File: src/rtl/proc_driver.sv
`default_nettype none
// ============================================================================
// Module      : proc_driver
// Description : Initiator for the three-operand capture/op/valid processing
//               protocol. Takes one job (A, B, C) from an upstream valid/ready
//               port, drives start plus the shared operand bus in the cycles
//               the unit captures A, B and C, waits for the unit's valid pulse
//               with a bounded timeout, and holds the result downstream.
// Revision    : 1.0 - initial release
// ============================================================================
module proc_driver #(
    parameter int WIDTH   = 8,
    parameter int RWIDTH  = 8,
    parameter int TIMEOUT = 15   // legal range 2..255
) (
    input  logic              clock,
    input  logic              rst,
    // upstream job port
    input  logic              req_valid,
    output logic              req_ready,
    input  logic [WIDTH-1:0]  req_a,
    input  logic [WIDTH-1:0]  req_b,
    input  logic [WIDTH-1:0]  req_c,
    // processing unit side
    output logic              start,
    output logic [WIDTH-1:0]  data_out,
    input  logic              proc_valid,
    input  logic [RWIDTH-1:0] proc_result,
    // downstream response port
    output logic              rsp_valid,
    input  logic              rsp_ready,
    output logic [RWIDTH-1:0] rsp_data,
    output logic              rsp_timeout,
    output logic              busy
);

    typedef enum logic [2:0] {
        S_IDLE     = 3'd0,
        S_SEND_A   = 3'd1,
        S_SEND_B   = 3'd2,
        S_SEND_C   = 3'd3,
        S_WAIT_RES = 3'd4,
        S_HOLD_RSP = 3'd5
    } state_t;

    // The wait counter is 8 bits because TIMEOUT tops out at 255.
    localparam logic [7:0] C_TIMEOUT = 8'(TIMEOUT);

    state_t              state_q,       state_d;
    logic [WIDTH-1:0]    a_q,           a_d;
    logic [WIDTH-1:0]    b_q,           b_d;
    logic [WIDTH-1:0]    c_q,           c_d;
    logic [7:0]          cnt_q,         cnt_d;
    logic [RWIDTH-1:0]   rsp_data_q,    rsp_data_d;
    logic                rsp_timeout_q, rsp_timeout_d;

    // State, operand, counter and response registers; async reset to IDLE.
    always_ff @(posedge clock or posedge rst) begin
        if (rst) begin
            state_q       <= S_IDLE;
            a_q           <= '0;
            b_q           <= '0;
            c_q           <= '0;
            cnt_q         <= '0;
            rsp_data_q    <= '0;
            rsp_timeout_q <= 1'b0;
        end else begin
            state_q       <= state_d;
            a_q           <= a_d;
            b_q           <= b_d;
            c_q           <= c_d;
            cnt_q         <= cnt_d;
            rsp_data_q    <= rsp_data_d;
            rsp_timeout_q <= rsp_timeout_d;
        end
    end

    // Next-state logic: sequence A/B/C onto the bus, then wait for the result
    // or the timeout, then hold the response until downstream takes it.
    always_comb begin
        state_d       = state_q;
        a_d           = a_q;
        b_d           = b_q;
        c_d           = c_q;
        cnt_d         = cnt_q;
        rsp_data_d    = rsp_data_q;
        rsp_timeout_d = rsp_timeout_q;
        case (state_q)
            S_IDLE: begin
                if (req_valid) begin
                    a_d     = req_a;
                    b_d     = req_b;
                    c_d     = req_c;
                    state_d = S_SEND_A;
                end
            end
            S_SEND_A: state_d = S_SEND_B;
            S_SEND_B: state_d = S_SEND_C;
            S_SEND_C: begin
                // First WAIT_RES cycle counts as cycle 1.
                cnt_d   = 8'd1;
                state_d = S_WAIT_RES;
            end
            S_WAIT_RES: begin
                // A valid result takes priority over an expiring timeout.
                if (proc_valid) begin
                    rsp_data_d    = proc_result;
                    rsp_timeout_d = 1'b0;
                    state_d       = S_HOLD_RSP;
                end else if (cnt_q == C_TIMEOUT) begin
                    rsp_data_d    = '0;
                    rsp_timeout_d = 1'b1;
                    state_d       = S_HOLD_RSP;
                end else begin
                    cnt_d = cnt_q + 8'd1;
                end
            end
            S_HOLD_RSP: begin
                if (rsp_ready) begin
                    state_d = S_IDLE;
                end
            end
            default: state_d = S_IDLE;
        endcase
    end

    // Moore output decode; reset forces IDLE so outputs follow immediately.
    always_comb begin
        req_ready = 1'b0;
        start     = 1'b0;
        data_out  = '0;
        rsp_valid = 1'b0;
        busy      = 1'b1;
        case (state_q)
            S_IDLE: begin
                req_ready = 1'b1;
                busy      = 1'b0;
            end
            S_SEND_A: begin
                start    = 1'b1;
                data_out = a_q;
            end
            S_SEND_B:   data_out  = b_q;
            S_SEND_C:   data_out  = c_q;
            S_WAIT_RES: data_out  = '0;
            S_HOLD_RSP: rsp_valid = 1'b1;
            default: begin
                busy = 1'b1;
            end
        endcase
    end

    assign rsp_data    = rsp_data_q;
    assign rsp_timeout = rsp_timeout_q;

endmodule
`default_nettype wire

File: config.mk
export PLATFORM = sky130hd
export DESIGN_NAME = proc_driver
export DESIGN_NICKNAME = d
export VERILOG_FILES = /design/src/rtl/proc_driver.sv
export SDC_FILE = /design/constraint.sdc
export NUM_CORES = 1
export LEC_CHECK = 0
export BUFFER_PORTS_ARGS = -buffer_cell sky130_fd_sc_hd__buf_4
export CAP_MARGIN = 30
export CORE_MARGIN = 1.5
export CORE_UTILIZATION = 52
export DETAILED_ROUTE_END_ITERATION = 10
export HOLD_SLACK_MARGIN = 0.1
export PLACE_DENSITY = 0.81
export SLEW_MARGIN = 20
export SYNTH_ARGS = -nofsm -noshare
export SYNTH_HDL_FRONTEND = slang
export SYNTH_SLANG_ARGS = --single-unit
File: constraint.sdc
create_clock -name clock -period 2.3 [get_ports clock]
set_input_delay 0.345 -clock clock [delete_from_list [all_inputs] [get_ports clock]]
set_output_delay 0.345 -clock clock [all_outputs]
set_load 0.005 [all_outputs]
==> impl_metrics.ini, run 1 <==
[floorplanning]
die_x_um = 66.9
initial_utilization_pct = 53.4
io_pins = 58
coreArea_sq_um = 3970
die-area_sq_um = 4470
rows = 23
die_h_um = 66.9

[hold_path]
hold_class = primary input to asynchronous set/reset pin

[pwr]
p_seq_share_pct = 38.4
p_leak_nw = 1.26
power.share.clock_pct = 17.8
p_total_mw = 3.63
p_sw_share_pct = 32.6
combinationalPowerShare_pct = 43.7
ir_drop_v = 0.000750
internal_power_mw = 2.44
switching_power_mw = 1.18
power_density_nw_per_um2 = 1320

[layout]
regArea_sq_um = 1100
num-fill-cells = 329
syn2layout_area_growth_pct = 29.2
postLayoutCellArea_sq_um = 2740
drive_gt1_share_pct = 46.5
multi_input_area_sq_um = 937
post-route-util_pct = 69.1
fin_nets = 278
diodes = 0
fin_cells = 291

[worst_setup_path]
critical_path_class = register to output pin
worstPathRequired_ps = 1960
worstPathArrival_ps = 1800
endpoint_kind = output pin
crit_fanout = 12
critPathLaunchType = register

[placed_design]
io_buffer_count = 57
place_congestion = 0.844
place_inst = 283
dp_hpwl_um = 3450
dp_slack_ps = 427
dpl_cell_area_sq_um = 2620

[drt]
maxUsedRoutingLayer = met4
wl_per_cell_um = 15.9
vias_per_cell = 5.48
dr_wl_met2_um = 2450
met1Wirelength_um = 1950
ant_nets = 0
met3WireLength_um = 222
drc = 0
totalWireLength_um = 4640
num_vias = 1594
drt-pass1-iter-count = 5
first_iter_violations = 130

[synthesis]
yosysWarnings = 0
yosys.cell_types.count = 41
async_flop_share_pct = 100
avgSynthCellArea_sq_um = 11.8
synth-seq-cells = 44
syn-num-nets = 218
ys_seq_area_share_pct = 51.9
synth_cells = 180
syn_area_sq_um = 2120
synth_edf_count = 0
synthFlopType = dfrtp_1

[sta]
rsz0062_at_grt = no
fin_crit_ps = 2140
hold_slack_ps = 177
hold_violations = 0
tns_ps = 0
period_share_pct = 93.2
drv_slew = 0
slew_headroom_pct = 60.9
fin_ws_ps = 156
worst_pin_slew_ps = 583
fmax_mhz = 466
finalClockSkew_ps = 10.4
setup_viol = 0

[job]
cap_violations = 0

[global_routing]
grt_pass1_vias = 1607
grt_max_degree = 45
antenna_found_initial = 0
grt_pass1_wl_um = 7570
grt_overflow = 0
track_usage_pct = 22.9

[cts]
clock_latency_ps = 300
cts_buffers = 5
clkTransAtPathRegs_ps = 90
cts_resized = 0
clock_path_buffers = 2
ctsHoldBuffers = 0
ctsRootBufferMaster = clkbuf_8
cts_tree = yes
post_cts_buffers = 0
cts_num_sinks = 44
htreeDepth = 2

[run_status]
status = finished, final reports clean
[registers in the layout (all words and copies together) (netlist names)]
signal / cells
a_q: 8
state_q: 3
cnt_q: 8
c_q: 8
rsp_data: 8
rsp_timeout: 1
b_q: 8
[synth_stat cells (all sizes together), types with 3 or more instances]
library cell   n  share of area (%)
a21oi         10                2.5
a22o           8                3.3
a22oi          7                2.5
buf            6                2.1
clkbuf         6                1.1
dfrtp         44                 52
inv            4               0.71
mux2          32                 17
nand2          8                1.4
nand2b         4                1.2
nor2          16                2.8
nor2b          3               0.88
nor3           5                1.4
o21ai          4                1.1
[cell usage in the layout, fill, tap and decap left out, types with 2 or more instances in the layout]
cell / n
nor2_1: 16
dfrtp_1: 44
nand2_1: 8
a22o_1: 8
o211ai_1: 2
inv_1: 3
nor2b_1: 3
a22oi_1: 7
and2_1: 2
a21oi_1: 9
nor3_1: 4
mux2_2: 32
nand2b_1: 4
o21ai_1: 2
clkbuf_8: 7
buf_4: 64
a311oi_1: 2
[cell type report]
class / instances / share of cell area [%]
clock buffer: 7 / 3.51
clock inverter: 1 / 1.09
inverter: 4 / 0.547
timing repair buffer: 65 / 18.2
tap: 50 / 2.28
sequential: 44 / 40.1
multi-input combinational: 120 / 34.2
[path summary, 6_finish.rpt]
path	to	slack, ps	cells past startpoint	start
worst max-delay path	data_out[4]	160	5	state_q[1]
worst min-delay path	rsp_data[7]	180	3	rst
worst max register to register	cnt_q[7]	420	5	state_q[1]
worst min register to register	rsp_timeout	510	2	rsp_timeout
max in group asynchronous	cnt_q[5]	1740	3	rst
min in group clock	rsp_data[0]	270	2	proc_result[0]
[power by group through the flow]
stage / logic (mW) / clock network [mW] / registers [mW]
2_1_floorplan: 1.06 / 0 / 1.30
3_3_place_gp: 1.55 / 0 / 1.39
3_5_place_dp: 1.60 / 0 / 1.41
4_1_cts: 1.60 / 0.655 / 1.40
5_1_grt: 1.74 / 0.692 / 1.45
6_report: 1.59 / 0.646 / 1.39
[layer usage]
metal  track usage [%]  vias to the layer above
li1                  -                      767
met1              27.2                      776
met2              39.5                       49
met3              5.91                        2
met4              8.93                        0
met5                 0                        -
[worst max-delay path, cell delays in order, from the launching register on]
cell and delay, ps:
dfrtp_1 600, buf_4 240, mux2_2 340, a22oi_1 140, nor2_1 60, buf_4 130
[cells by family after synthesis]
family / share of synthesized area, %
AOI/OAI and AO/OA: 14.7
and+or+nand+nor: 11.9
DFF: 51.9
adders and majority gates: 0.590
muxes: 17.0
buffers and inverters: 3.95
Note: power is estimated with default switching activity, not from simulation.
==> run 2: changes to the inputs <==
Settings changed: CORE_MARGIN 1.5 to not set.
==> run 2 against run 1 <==
Effect of this change:
- core utilization increased by 1.7 points
- setup slack improved by 27 ps
- highest routed layer unchanged
- clock skew decreased by 1.6 ps
- via count increased by 1.9%
- total power decreased by 5.6%
- sequential power about the same
- flip-flop and latch count unchanged
- die area decreased by 3.0%
- hold slack improved by 4.7 ps
- clock power decreased by 24%
- sequential share of layout area increased by 0.84 points
==> impl_metrics.ini, run 2 (same netlist as run 1, synthesis figures left out) <==
[run_status]
status = finished, final reports clean

[pwr]
internal_power_mw = 2.28
p_seq_share_pct = 40.0
p_leak_nw = 1.24
p_total_mw = 3.42
switching_power_mw = 1.14
combinationalPowerShare_pct = 45.5
ir_drop_v = 0.000794
p_sw_share_pct = 33.4
power_density_nw_per_um2 = 1270
power.share.clock_pct = 14.4

[sta]
worst_pin_slew_ps = 575
hold_violations = 0
finalClockSkew_ps = 8.87
fin_crit_ps = 2120
tns_ps = 0
hold_slack_ps = 181
fmax_mhz = 472
drv_slew = 0
setup_viol = 0
period_share_pct = 92.0
slew_headroom_pct = 61.4
rsz0062_at_grt = no

[drt]
totalWireLength_um = 4420
vias_per_cell = 5.64
wl_per_cell_um = 15.3
drt-pass1-iter-count = 4
first_iter_violations = 100
ant_nets = 0
drc = 0
num_vias = 1624

[global_routing]
grt_pass1_wl_um = 7520
grt_pass1_vias = 1673
antenna_found_initial = 0
grt_max_degree = 45
track_usage_pct = 23.5
grt_overflow = 0

[cts]
clock_path_buffers = 2
ctsRootBufferMaster = clkbuf_8
cts_buffers = 5
ctsHoldBuffers = 0
clock_latency_ps = 300
clkTransAtPathRegs_ps = 80
htreeDepth = 2
cts_num_sinks = 44
cts_tree = yes

[floorplanning]
die_h_um = 65.9
die_x_um = 65.9
die-area_sq_um = 4340
rows = 22
coreArea_sq_um = 3800
initial_utilization_pct = 55.9
io_pins = 58

[worst_setup_path]
critical_path_class = register to output pin
worstPathRequired_ps = 1960
crit_fanout = 12
worstPathArrival_ps = 1770
endpoint_kind = output pin
critPathLaunchType = register

[layout]
multi_input_area_sq_um = 940
syn2layout_area_growth_pct = 26.6
num-fill-cells = 300
regArea_sq_um = 1100
layout_commonest_cell = buf_4
fin_nets = 277
layout_common_cells = buf_4, dfrtp_1, mux2_2
diodes = 0
drive_gt1_share_pct = 45.8

[placed_design]
io_buffer_count = 57
dp_hpwl_um = 3160
place_congestion = 0.804

[job]
cap_violations = 0

[hold_path]
hold_class = primary input to asynchronous set/reset pin
## run 2: cell types whose count changed in the layout (fill, tap and decap cells not counted)
cell and delta:
buf_12 -1, nor2b_1 -1, clkbuf_1 +2, bufinv_16 -1
nor2b_2 +1, clkbuf_8 -1
## run 2: power by group through the flow
stage          logic (mW)  registers (mW)  clock network, mW
2_1_floorplan        1.06            1.30                  0
4_1_cts              1.57            1.37              0.507
6_report             1.56            1.37              0.494
3_5_place_dp         1.56            1.39                  0
5_1_grt              1.72            1.42              0.540
3_3_place_gp         1.53            1.37                  0
## run 2: worst max-delay path: stages, from the launching register on
cell and delay, ps:
dfrtp_1 500, buf_4 250, mux2_2 350, a22oi_1 140, nor2_1 80, buf_4 150
## run 2: what timing repair did
item	in CTS	in global routing
resized for setup	0	1
setup buffers	0	0
setup endpoints to repair	0	1
## run 2: final cells by class
cell class	instances	area share, %
clock buffers	8	3.35
inverters	4	0.559
multi-input cells	120	35.0
flip-flops and latches	44	41.0
well taps	48	2.24
repair buffers	64	17.9
## run 2: through the flow
step | util, % | cells | setup WS (ps) | area, sq um
after global routing | 70.7 | 288 | 93.4 | 2690
after CTS | 70.7 | 288 | 104 | 2680
after global placement | 68.3 | 280 | 484 | 2590
final | 70.7 | 288 | 183 | 2690
after detailed placement | 68.3 | 280 | 450 | 2590
after floorplan | - | 180 | 641 | 2120
## run 2: final timing paths
check | slack, ps | start | cells after the start | to
max | 180 | state_q[1] | 5 | data_out[6]
min | 180 | rst | 3 | rsp_data[4]
max reg2reg | 410 | state_q[2] | 4 | cnt_q[5]
min reg2reg | 500 | rsp_data[6] | 1 | rsp_data[6]
max in group asynchronous | 1750 | rst | 3 | b_q[1]
min in group clock | 270 | req_b[4] | 2 | b_q[4]
## run 2: metal layers
metal	share of wire (%)	vias to the layer above	global-route usage, %
li1	-	772	-
met1	42	806	28.2
met2	51	39	40.4
met3	4.3	7	5.00
met4	1.8	0	9.78
met5	0	-	0
